$ cat src/rtl/cpub_stby_agent.sv
// CPUB core standby agent: drains bus traffic, drives standbywfi/standbywfe and stalls wake-up
// until the CRU has re-enabled each core's clock. Define CPUB_DRAIN_TIMEOUT_EN for drain timeout.
module cpub_stby_agent #(
    parameter int unsigned NUM_CORE = 4,
    parameter int unsigned DRAIN_TO = 255,
    parameter int unsigned WAKE_DLY = 4
) (
    input  logic                clk_cpub,
    input  logic                chiprstn,
    input  logic [NUM_CORE-1:0] wfi_req,
    input  logic [NUM_CORE-1:0] wfe_req,
    input  logic [NUM_CORE-1:0] ost_zero,
    input  logic [NUM_CORE-1:0] nIRQ,
    input  logic [NUM_CORE-1:0] nFIQ,
    input  logic                event_i,
    input  logic [NUM_CORE-1:0] core_clk_en,
    input  logic [NUM_CORE-1:0] ncorereset,
    input  logic                err_clr,
    output logic [NUM_CORE-1:0] standbywfi,
    output logic [NUM_CORE-1:0] standbywfe,
    output logic [NUM_CORE-1:0] core_run,
    output logic [NUM_CORE-1:0] drain_err
);

    typedef enum logic [2:0] {
        StRun,
        StDrainWfi,
        StDrainWfe,
        StStbyWfi,
        StStbyWfe,
        StWake
    } state_e;

    localparam logic [3:0] WakeDly = 4'(WAKE_DLY);
`ifdef CPUB_DRAIN_TIMEOUT_EN
    localparam logic [15:0] DrainLast = 16'(DRAIN_TO - 1);
`else
    logic [15:0] unused_drain_to;
    logic        unused_err_clr;
    assign unused_drain_to = 16'(DRAIN_TO);
    assign unused_err_clr  = err_clr;
    assign drain_err       = '0;
`endif

    for (genvar c = 0; c < NUM_CORE; c++) begin : g_core
        state_e     state;
        logic       evt_latch;
        logic [3:0] wake_cnt;
        logic       run_q;
        logic       wfi_q;
        logic       wfe_q;
        logic       wake;
        logic       evt_sets_latch;
`ifdef CPUB_DRAIN_TIMEOUT_EN
        logic [15:0] drain_cnt;
        logic        err_q;
`endif

        assign wake = !nIRQ[c] || !nFIQ[c];
        // WFE-side states consume event_i instead of latching it
        assign evt_sets_latch = event_i &&
                                (state inside {StRun, StDrainWfi, StStbyWfi, StWake});

        always_ff @(posedge clk_cpub or negedge chiprstn) begin
            if (!chiprstn) begin
                state     <= StRun;
                evt_latch <= 1'b0;
                wake_cnt  <= 4'd0;
                run_q     <= 1'b1;
                wfi_q     <= 1'b0;
                wfe_q     <= 1'b0;
`ifdef CPUB_DRAIN_TIMEOUT_EN
                drain_cnt <= 16'd0;
                err_q     <= 1'b0;
`endif
            end else begin
`ifdef CPUB_DRAIN_TIMEOUT_EN
                if (err_clr) err_q <= 1'b0;
`endif
                if (!ncorereset[c]) begin
                    state     <= StRun;
                    evt_latch <= 1'b0;
                    wake_cnt  <= 4'd0;
                    run_q     <= 1'b1;
                    wfi_q     <= 1'b0;
                    wfe_q     <= 1'b0;
`ifdef CPUB_DRAIN_TIMEOUT_EN
                    drain_cnt <= 16'd0;
`endif
                end else begin
                    if (evt_sets_latch) evt_latch <= 1'b1;
                    unique case (state)
                        StRun: begin
                            if (wfi_req[c]) begin
                                state <= StDrainWfi;
                                run_q <= 1'b0;
`ifdef CPUB_DRAIN_TIMEOUT_EN
                                drain_cnt <= 16'd0;
`endif
                            end else if (wfe_req[c]) begin
                                if (evt_latch) begin
                                    evt_latch <= 1'b0;
                                end else begin
                                    state <= StDrainWfe;
                                    run_q <= 1'b0;
`ifdef CPUB_DRAIN_TIMEOUT_EN
                                    drain_cnt <= 16'd0;
`endif
                                end
                            end
                        end
                        StDrainWfi, StDrainWfe: begin
                            if (wake || (state == StDrainWfe && event_i)) begin
                                state <= StRun;
                                run_q <= 1'b1;
                            end else if (ost_zero[c]) begin
                                state <= (state == StDrainWfi) ? StStbyWfi : StStbyWfe;
                                wfi_q <= (state == StDrainWfi);
                                wfe_q <= (state == StDrainWfe);
                            end
`ifdef CPUB_DRAIN_TIMEOUT_EN
                            else if (drain_cnt == DrainLast) begin
                                state <= StRun;
                                run_q <= 1'b1;
                                err_q <= 1'b1;
                            end else begin
                                drain_cnt <= drain_cnt + 16'd1;
                            end
`endif
                        end
                        StStbyWfi, StStbyWfe: begin
                            if (wake || (state == StStbyWfe && event_i)) begin
                                state    <= StWake;
                                wake_cnt <= 4'd0;
                                wfi_q    <= 1'b0;
                                wfe_q    <= 1'b0;
                            end
                        end
                        StWake: begin
                            // Release one cycle after WAKE_DLY consecutive enabled cycles
                            if (wake_cnt == WakeDly) begin
                                state <= StRun;
                                run_q <= 1'b1;
                            end else if (core_clk_en[c]) begin
                                wake_cnt <= wake_cnt + 4'd1;
                            end else begin
                                wake_cnt <= 4'd0;
                            end
                        end
                        default: begin
                            state <= StRun;
                            run_q <= 1'b1;
                            wfi_q <= 1'b0;
                            wfe_q <= 1'b0;
                        end
                    endcase
                end
            end
        end

        assign core_run[c]   = run_q;
        assign standbywfi[c] = wfi_q;
        assign standbywfe[c] = wfe_q;
`ifdef CPUB_DRAIN_TIMEOUT_EN
        assign drain_err[c]  = err_q;
`endif
    end

endmodule

$ cat config.mk
export PLATFORM = sky130hd
export DESIGN_NAME = cpub_stby_agent
export DESIGN_NICKNAME = d
export VERILOG_FILES = /design/src/rtl/cpub_stby_agent.sv
export SDC_FILE = /design/constraint.sdc
export NUM_CORES = 1
export LEC_CHECK = 0
export ABC_AREA = 1
export BUFFER_PORTS_ARGS = -buffer_cell sky130_fd_sc_hd__buf_2
export CAP_MARGIN = 20
export CORE_MARGIN = 5
export CORE_UTILIZATION = 55
export CTS_CLUSTER_DIAMETER = 120
export DETAILED_ROUTE_END_ITERATION = 7
export PLACE_DENSITY = 0.87
export SETUP_SLACK_MARGIN = 0.15
export SYNTH_ARGS = -nofsm -noshare
export SYNTH_HDL_FRONTEND = slang
export SYNTH_SLANG_ARGS = --single-unit
export TNS_END_PERCENT = 20
$ cat constraint.sdc
create_clock -name clk_cpub -period 2.65 [get_ports clk_cpub]
set_input_delay 0.3975 -clock clk_cpub [delete_from_list [all_inputs] [get_ports clk_cpub]]
set_output_delay 0.3975 -clock clk_cpub [all_outputs]
set_load 0.005 [all_outputs]
==> metrics.txt, run 1 <==
status completed; GRT Util Overall 20.8%; Place WS 1.06 ns; CTS buffer count 5; f_max 0.666 GHz; final layout net count 606; GPL Wtd Cong 0.903; ys async rst share 100%; data required time of the worst path 2.90 ns; CP Cell Sequence inv_1, nand2_1, o21ai_1, inv_1, nand2_4, nand2_1, nor2_2, nand2_1, nand2_1; die width 89.2 um; Worst Setup Path Type reg2reg; met3 GRT Util 4.52%; Overflow after GRT 0; gr busiest metal met2; number of synthesized register bits 44; largest net degree at the start of global routing 45; RSZ-0062 raised after global routing no; Routed Wire Length 7650 um; Final Hold Viols 0; Initial Utilization 57.5%; yosys warns 0; Cell Rows 28; post-route antenna net violation count 0; WHS Endpoint g_core[1].wake_cnt[2]; worst setup margin 1.15 ns; # DRC 0; first-pass GRT wire length 13500 um; slowest cell on the critical path dfrtp_1; Worst-path clk slew 0.09 ns; met2 usage 35.0%; leak pwr 2.09 nW; wire per inst 11.9 um; Cells after Synth 534; Power Dens Cells 788 nW/um2; Worst VDD drop 0.375 mV; buffer depth of the longest clock path 2; I/O pin cnt 48; Clock Skews 0.0125 ns; Core Area 5990 um2; top-count cell post-synth nand2_1; Fillers 533; most instantiated cells after synthesis nand2_1 (174), inv_1 (70), nand3_1 (46), nor2_1 (46), dfrtp_1 (40); most common flop cell mapped by yosys dfrtp_1; routed vias 3404; RR Endpoint g_core[1].state[0]; met1 Use GR 26.6%; CTS tree done; Crit path max-delay family simple AND/OR/NAND/NOR gates; Diodes inserted 0; share of cells above drive strength 1 16.0%; final setup TNS 0 ns; port bufs 42; Post-synth EDFFs 0; worst r2r src g_core[1].state[1]; Post-Syn Area 3450 um2; reg2reg setup slack 1.15 ns; Max Cap Viol 0; DRT Pass-1 Iters 5; synthesized area per cell 6.46 um2; clock latency at the later pin of the worst-skew pair 0.30 ns; Worst Reg-to-Reg Cells 9; WP buf/inv 2; Tcrit/Tclk final 56.7%; Chip Height 89.2 um; Layout area overhead 9.76%; area of the multi-input gates 1890 um2; Hold Path Stages 3; antenna violations before repair 0; Yosys top cell area share 29.0%; most numerous cell on the critical path nand2_1; Pins Over Slew Limit 0; Num Clock Sinks 44; worst stage delay on the critical path 0.45 ns; H-tree level count 2; vias per cell 5.30; Synth area leaders dfrtp_1 (29%), nand2_1 (19%), inv_1 (7.6%); Seq/Total Area, Yosys 32.1%; Reg area 1110 um2; CTS Root Cell clkbuf_8; drt first-iter violations 156; CP startpoint kind register; vias in the first global route 3255; Min-Delay Startpoint ncorereset[1]; Final setup violation count 0; Final HPWL DP 5780 um; crit path max fanout 6; CP Capture Type register; Synth area leader dfrtp_1; distinct cell type count after synthesis 35; worst min-delay path class in2reg; final worst path period need 1.50 ns; crit path DAT 1.75 ns; full die area 7950 um2
==> layout make-up <==
cell class | instances | area share, %
clock buffers | 5 | 1.82
clock inverters | 3 | 2.38
inverters | 79 | 7.84
flip-flops and latches | 44 | 29.2
repair buffers | 44 | 6.35
well taps | 75 | 2.48
multi-input cells | 392 | 49.9
==> tightest hold or removal path, cell delays in order <==
cell and delay, ns:
buf_2 0.14, nand2_1 0.07, o21ai_1 0.05
==> report_power, final <==
group / internal, mW / switching, mW / leakage (nW) / total [mW]
Combinational: 0.432 / 0.808 / 1.43 / 1.24
Clock: 0.472 / 0.249 / 0.0784 / 0.721
Sequential: 0.844 / 0.178 / 0.587 / 1.02
==> layer usage <==
metal  vias to the layer above  routed length, um
li1                       1748                  -
met1                      1514               3400
met2                       128               3650
met3                        14                481
met4                         0                117
met5                         -                  0
==> layout by cell type, fill, tap and decap left out, types with 10 or more instances in the layout <==
cell	count
a21oi_1	16
inv_1	70
o21ai_0	18
nand4_1	16
nand2_1	174
nand3_1	46
dfrtp_1	40
nand2_2	10
nor2_1	46
buf_2	42
==> worst max path at each step <==
stage / end / slack [ns] / startpoint / cells past startpoint
after floorplan: g_core[1].wake_cnt[1] / 1.38 / g_core[1].wake_cnt[0] / 8
after global placement: g_core[1].state[0] / 1.13 / event_i / 9
after detailed placement: g_core[1].state[0] / 1.06 / event_i / 9
after CTS: g_core[1].state[0] / 1.17 / g_core[1].state[1] / 9
after global routing: g_core[2].state[0] / 0.99 / g_core[2].state[2] / 7
final: g_core[1].state[0] / 1.15 / g_core[1].state[1] / 9
==> metrics by stage <==
step	cell area, um2	total power, mW	hold WS [ns]	utilization [%]	std cells
after floorplan	3460	2.04	0.102	-	537
after global placement	3590	2.20	0.445	60.0	632
after detailed placement	3590	2.24	0.449	60.0	632
after CTS	3750	2.98	0.288	62.7	640
after global routing	3780	3.25	0.398	63.2	642
final	3780	2.98	0.390	63.2	642
==> sequential cells by signal (all words and copies together), names as in the netlist <==
signal            count
g_core.wfi_q          4
g_core.evt_latch      4
g_core.state         12
g_core.run_q          4
g_core.wfe_q          4
g_core.wake_cnt      16
==> kinds of logic (layout without fill, tap and decap cells) <==
logic type               Yosys count  in the layout  share of synthesized area [%]
buffers and inverters            101            131                           13.5
flip-flops                        44             44                           32.1
adder cells (fa/ha/maj)            8              8                           2.90
other                              1              4                          0.109
XOR/XNOR                           2              2                          0.508
AO/OA/AOI/OAI                     54             54                           8.78
AND/OR/NAND/NOR                  324            324                           42.1
==> repair_timing <==
item	4_1_cts	5_1_grt
buffers inserted	0	0
hold endpoints to repair	0	10
hold buffers	0	1
resized for setup	0	0
Note: power is estimated with default switching activity, not from simulation.
==> run 2: changes to the inputs <==
ABC_AREA = 0   (was 1)
clock period = 1.4 ns   (was 2.65 ns; I/O delays follow)
==> run 2 against run 1 <==
Effect of this change: clock power increased by 25%; the run now ends with setup timing left; highest routed layer unchanged; sequential share of layout area decreased by 7.1 points; register-to-register slack got worse by 1.8 ns; critical endpoint is now g_core[3].wfe_q; hold slack got worse by 0.20 ns; non-clock buffer count increased by 139.
==> metrics.txt, run 2 <==
synthesized area per cell 8.24 um2 (was 6.46 um2); GRT Util Overall 32.3% (was 20.8%); number of synthesized register bits 44 (unchanged); commonest non-fill, non-tap cell in the layout buf_4 (was nand2_1); Cell Rows 28 (unchanged); Post-Syn Area 3290 um2 (was 3450 um2); clock latency at the later pin of the worst-skew pair 0.31 ns (was 0.30 ns); worst setup margin -0.666 ns (was 1.15 ns); DRT Pass-1 Iters 6 (was 5); max reg flops 16 (unchanged); Tcrit/Tclk final 148% (was 56.7%); failing checks setup timing; die width 87.3 um (was 89.2 um); status finished with violations (was completed); vias in the first global route 4221 (was 3255); routed vias 4405 (was 3404); Clock Skews 0.00406 ns (was 0.0125 ns); wire per inst 24.4 um (was 11.9 um); port bufs 42 (unchanged); ys async rst share 100% (unchanged); Final HPWL DP 7050 um (was 5780 um); final layout net count 595 (was 606); f_max 0.484 GHz (was 0.666 GHz); Chip Height 87.3 um (was 89.2 um); # DRC 0 (unchanged); first-pass GRT wire length 19600 um (was 13500 um); Synth area leaders dfrtp_1 (30%), o21ai_0 (4.6%), nand2_1 (4.5%) (was dfrtp_1 (29%), nand2_1 (19%), inv_1 (7.6%)); Routed Wire Length 15400 um (was 7650 um); worst min-delay path class in2reg (unchanged); GPL Wtd Cong 0.992 (was 0.903); drt first-iter violations 605 (was 156); Pins Over Slew Limit 0 (unchanged); share of cells above drive strength 1 51.6% (was 16.0%); Yosys top cell area share 30.5% (was 29.0%); top-count cell post-synth dfrtp_1 (was nand2_1); Num Clock Sinks 44 (unchanged); antenna violations before repair 1 (was 0); Overflow after GRT 0 (unchanged); Layout area overhead 53.5% (was 9.76%); I/O pin cnt 48 (unchanged); full die area 7620 um2 (was 7950 um2); Synth area leader dfrtp_1 (unchanged); yosys warns 0 (unchanged); post-route antenna net violation count 0 (unchanged); most instantiated cells after synthesis dfrtp_1 (40), nand2_1 (39), nor2_1 (30), o21ai_0 (30), inv_1 (26) (was nand2_1 (174), inv_1 (70), nand3_1 (46), nor2_1 (46), dfrtp_1 (40)); final worst path period need 2.07 ns (was 1.50 ns); vias per cell 6.97 (was 5.30); Top Registers g_core.wake_cnt x16, g_core.state x12 (unchanged); Final Hold Viols 0 (unchanged); CP Capture Type register (unchanged); Worst VDD drop 0.710 mV (was 0.375 mV); Seq/Total Area, Yosys 33.7% (was 32.1%); Initial Utilization 56.2% (was 57.5%); CTS tree done (unchanged); Post-synth EDFFs 0 (unchanged); Core Area 5850 um2 (was 5990 um2); RSZ-0062 raised after global routing yes (was no); CTS Root Cell clkbuf_8 (unchanged); buffer depth of the longest clock path 2 (unchanged); Worst Setup Path Type reg2reg (unchanged); Worst-path clk slew 0.09 ns (about the same); leak pwr 2.34 nW (was 2.09 nW); final setup TNS -14.82 ns (was 0 ns); Largest Register g_core.wake_cnt (unchanged); Cells after Synth 399 (was 534); largest net degree at the start of global routing 45 (unchanged); Final setup violation count 41 (was 0); crit path DAT 2.26 ns (was 1.75 ns); Hold Slack 0.188 ns (was 0.390 ns); commonest non-fill, non-tap cells in the layout buf_4 (127), buf_2 (42), nand2_1 (35) (was nand2_1 (174), inv_1 (70), nand3_1 (46), nor2_1 (46), buf_2 (42)); CP startpoint kind register (unchanged); Fillers 263 (was 533); Max Cap Viol 0 (unchanged); Place WS -0.392 ns (was 1.06 ns); CTS buffer count 5 (unchanged); distinct cell type count after synthesis 63 (was 35); H-tree level count 2 (unchanged); crit path max fanout 4 (was 6); data required time of the worst path 1.59 ns (was 2.90 ns); Power Dens Cells 1030 nW/um2 (was 788 nW/um2); most common flop cell mapped by yosys dfrtp_1 (unchanged)
[run 2: power by group]
| part | leakage [nW] | internal, mW | total [mW] | switching (mW) |
|---|---|---|---|---|
| registers | 0.573 | 1.47 | 1.69 | 0.219 |
| logic | 1.72 | 1.25 | 2.61 | 1.35 |
| clock network | 0.0455 | 0.405 | 0.904 | 0.499 |
| total | 2.34 | 3.13 | 5.20 | 2.07 |
[run 2: cell type report]
type / count / area [um2] / area share (%)
flip-flops and latches: 44 / 1120 / 22.1
clock buffers: 8 / 90.1 / 1.79
repair buffers: 183 / 1330 / 26.3
diodes: 1 / 2.50 / 0.0496
well taps: 75 / 93.8 / 1.86
inverters: 26 / 97.6 / 1.93
multi-input cells: 295 / 2320 / 45.9
[run 2: worst max-delay path: stages, from the launching register on]
cell and delay (ns):
dfrtp_1 0.44, buf_6 0.15, buf_6 0.12, nand3b_1 0.19, a21oi_4 0.10, buf_4 0.16
buf_4 0.15, a31oi_4 0.23, mux2i_1 0.29, nand2_1 0.11
[run 2: stage by stage]
step                utilization, %  cell area (um2)  cells  power (mW)
finish                        86.2             5040    632        5.20
global route                  86.2             5040    632        5.37
CTS                           79.9             4670    622        4.57
detailed placement            73.4             4290    600        3.49
global placement              73.4             4290    600        3.39
floorplan                        -             3330    402        2.70
[run 2: logic make-up after synthesis]
kind of cell / count (synthesis) / share of synthesized area [%]
simple gates: 157 / 25.2
compound gates: 104 / 21.1
buf+inv: 63 / 9.67
flops: 44 / 33.7
mux: 19 / 6.43
fa+ha+maj: 8 / 3.05
xor+xnor: 3 / 0.800
other cells: 1 / 0.114
[run 2: final timing paths]
path                               startpoint  slack [ns]                    end  cells past startpoint
max in group asynchronous            chiprstn        0.69        g_core[2].run_q                      3
max                        g_core[3].state[1]       -0.67        g_core[3].wfe_q                      9
min in group asynchronous            chiprstn        0.41        g_core[0].wfe_q                      3
max reg2reg                g_core[3].state[1]       -0.67        g_core[3].wfe_q                      9
min reg2reg                   g_core[1].wfe_q        0.52        g_core[1].wfe_q                      1
min                            core_clk_en[3]        0.19  g_core[3].wake_cnt[1]                      3
[run 2: repair_timing]
| action | in CTS | in global routing |
|---|---|---|
| endpoints found under the hold margin | 40 | 0 |
| resized for setup | 51 | 75 |
| hold buffers | 1 | 0 |
| pin swaps | 15 | 19 |
| buffers inserted | 13 | 9 |
| endpoints found under the setup margin | 42 | 44 |
[run 2: layer usage]
metal | global-route usage [%] | part of all wire [%]
met2 | 55.3 | 45
met4 | 19.5 | 8.3
met1 | 37.1 | 33
met5 | 0 | 0
met3 | 6.05 | 13
==> run 3: changes to the inputs <==
CELL_PAD_IN_SITES_DETAIL_PLACEMENT = 1   (was not set)
CELL_PAD_IN_SITES_GLOBAL_PLACEMENT = 1   (was not set)
CORE_UTILIZATION = 43   (was 55)
PLACE_DENSITY = 0.9   (was 0.87)
clock period = 2.15 ns   (was 1.4 ns; I/O delays follow)
==> run 3 against run 2 <==
Effect of this change: the flow now finishes without violations; core utilization shrank 37 points; register-to-register slack gained 0.86 ns; die area grew 25%; fmax grew 5.8%; clock power shrank 31%; via count shrank 31%; critical path type unchanged; highest routed layer unchanged.
==> metrics.txt, run 3 (synthesis gave the netlist of run 2 again) <==
first-pass GRT wire length 15200 um (was 19600 um); routed vias 3049 (was 4405); leak pwr 1.62 nW (was 2.34 nW); I/O pin cnt 48 (unchanged); post-route antenna net violation count 0 (unchanged); f_max 0.512 GHz (was 0.484 GHz); Pins Over Slew Limit 0 (unchanged); P_sw 0.920 mW (was 2.07 mW); crit path max fanout 10 (was 4); Routed Wire Length 8680 um (was 15400 um); Chip Height 97.4 um (was 87.3 um); GRT Util Overall 18.9% (was 32.3%); final layout net count 467 (was 595); RSZ-0062 raised after global routing yes (unchanged); logic gate share of total power 32.9% (was 50.1%); crit path DAT 2.17 ns (was 2.26 ns); DRT Pass-1 Iters 4 (was 6); Diodes inserted 0 (was 1); Num Clock Sinks 44 (unchanged); GPL Wtd Cong 0.862 (was 0.992); wire per inst 16.5 um (was 24.4 um); commonest non-fill, non-tap cells in the layout buf_2 (42), nand2_1 (39), dfrtp_1 (38) (was buf_4 (127), buf_2 (42), nand2_1 (35)); vias per cell 5.81 (was 6.97); final worst path period need 1.95 ns (was 2.07 ns); # DRC 0 (unchanged); Overflow after GRT 0 (unchanged); max reg flops 16 (unchanged); CP Capture Type register (unchanged); H-tree level count 2 (unchanged); worst min-delay path class in2async (was in2reg); Worst-Margin Slew 0.592 ns; data required time of the worst path 2.37 ns (was 1.59 ns); Final setup violation count 0 (was 41); total power draw 2.57 mW (was 5.20 mW); die width 97.4 um (was 87.3 um); buffer depth of the longest clock path 2 (unchanged); share of cells above drive strength 1 20.4% (was 51.6%); Clock Skews 0.00821 ns (was 0.00406 ns); Initial Utilization 44.8% (was 56.2%); CTS tree done (unchanged); internal power 1.65 mW (was 3.13 mW); Worst Setup Path Type reg2reg (unchanged); Max Cap Viol 0 (unchanged); full die area 9490 um2 (was 7620 um2); largest net degree at the start of global routing 45 (unchanged); sequential power share 42.8% (was 32.5%); Largest Register g_core.wake_cnt (unchanged); Final Hold Viols 0 (unchanged); status completed (was finished with violations); Fillers 898 (was 263); Final HPWL DP 6570 um (was 7050 um); Clk pwr share 24.3% (was 17.4%); CTS buffer count 5 (unchanged); Worst VDD drop 0.304 mV (was 0.710 mV); Power Dens Cells 712 nW/um2 (was 1030 nW/um2); Cell Rows 31 (was 28); Top Registers g_core.wake_cnt x16, g_core.state x12 (unchanged); setup repair bufs after CTS 0 (was 13); Sw Ratio 35.8% (was 39.8%); port bufs 42 (unchanged); vias in the first global route 3203 (was 4221); Layout area overhead 9.86% (was 53.5%); Slew HR 60.5%; Core Area 7330 um2 (was 5850 um2); Worst-path clk slew 0.09 ns (about the same); CP startpoint kind register (unchanged); CTS Root Cell clkbuf_8 (unchanged); antenna violations before repair 0 (was 1); drt first-iter violations 56 (was 605); commonest non-fill, non-tap cell in the layout buf_2 (was buf_4); Tcrit/Tclk final 90.8% (was 148%); final setup TNS 0 ns (was -14.82 ns); clock latency at the later pin of the worst-skew pair 0.30 ns (was 0.31 ns)
-- run 3: through the flow --
| stage | setup WS [ns] | hold slack [ns] | std cells | cell area [um2] | utilization [%] |
|---|---|---|---|---|---|
| 3_3_place_gp | 0.254 | 0.451 | 519 | 3510 | 47.9 |
| 4_1_cts | 0.181 | 0.126 | 525 | 3610 | 49.2 |
| 6_report | 0.198 | 0.0985 | 525 | 3610 | 49.3 |
| 2_1_floorplan | 0.425 | 0.0269 | 402 | 3300 | - |
| 3_5_place_dp | 0.208 | 0.457 | 519 | 3510 | 47.9 |
| 5_1_grt | 0.0543 | 0.158 | 525 | 3610 | 49.3 |
-- run 3: worst paths after layout --
kind	start	endpoint	slack, ns	cells after the start
max	g_core[2].state[2]	g_core[2].wfe_q	0.20	5
min	chiprstn	g_core[1].wfe_q	0.1	2
max reg2reg	g_core[2].state[2]	g_core[2].wfe_q	0.20	5
min reg2reg	g_core[1].wfe_q	g_core[1].wfe_q	0.52	1
max in group asynchronous	chiprstn	g_core[1].state[1]	1.62	2
min in group clk_cpub	ncorereset[3]	g_core[3].run_q	0.31	2
-- run 3: cell type report --
class,count,area (um2),area share [%]
flip-flops and latches,44,1110,30.7
clock inverters,1,30.0,0.832
well taps,99,124,3.43
clock buffers,5,68.8,1.91
inverters,26,97.6,2.70
multi-input cells,295,1870,51.9
repair buffers,55,308,8.52
-- run 3: repair_timing --
item / in CTS / in global routing
setup endpoints to repair: 0 / 16
gates resized for setup: 0 / 2
hold buffers: 0 / 0
-- run 3: routing by layer --
layer	vias to the layer above	GRT usage, %	share of wire, %
met1	1526	23.4	44
met2	51	33.8	52
li1	1461	-	-
met5	-	0	0
met3	11	3.09	3.1
met4	0	5.22	1.1
-- run 3: power groups by stage --
stage	Clock (mW)	Combinational, mW	Sequential [mW]
after floorplan	0	0.712	1.02
after global placement	0	0.799	1.10
after detailed placement	0	0.842	1.11
after CTS	0.648	0.851	1.10
after global routing	0.677	0.946	1.12
final	0.625	0.846	1.10
-- run 3: worst max-delay path, stage by stage (launching register included) --
cell and delay (ns):
dfrtp_1 0.50, and2b_1 0.24, a32oi_1 0.28, a311oi_1 0.13, nor3_1 0.45, mux2i_1 0.28
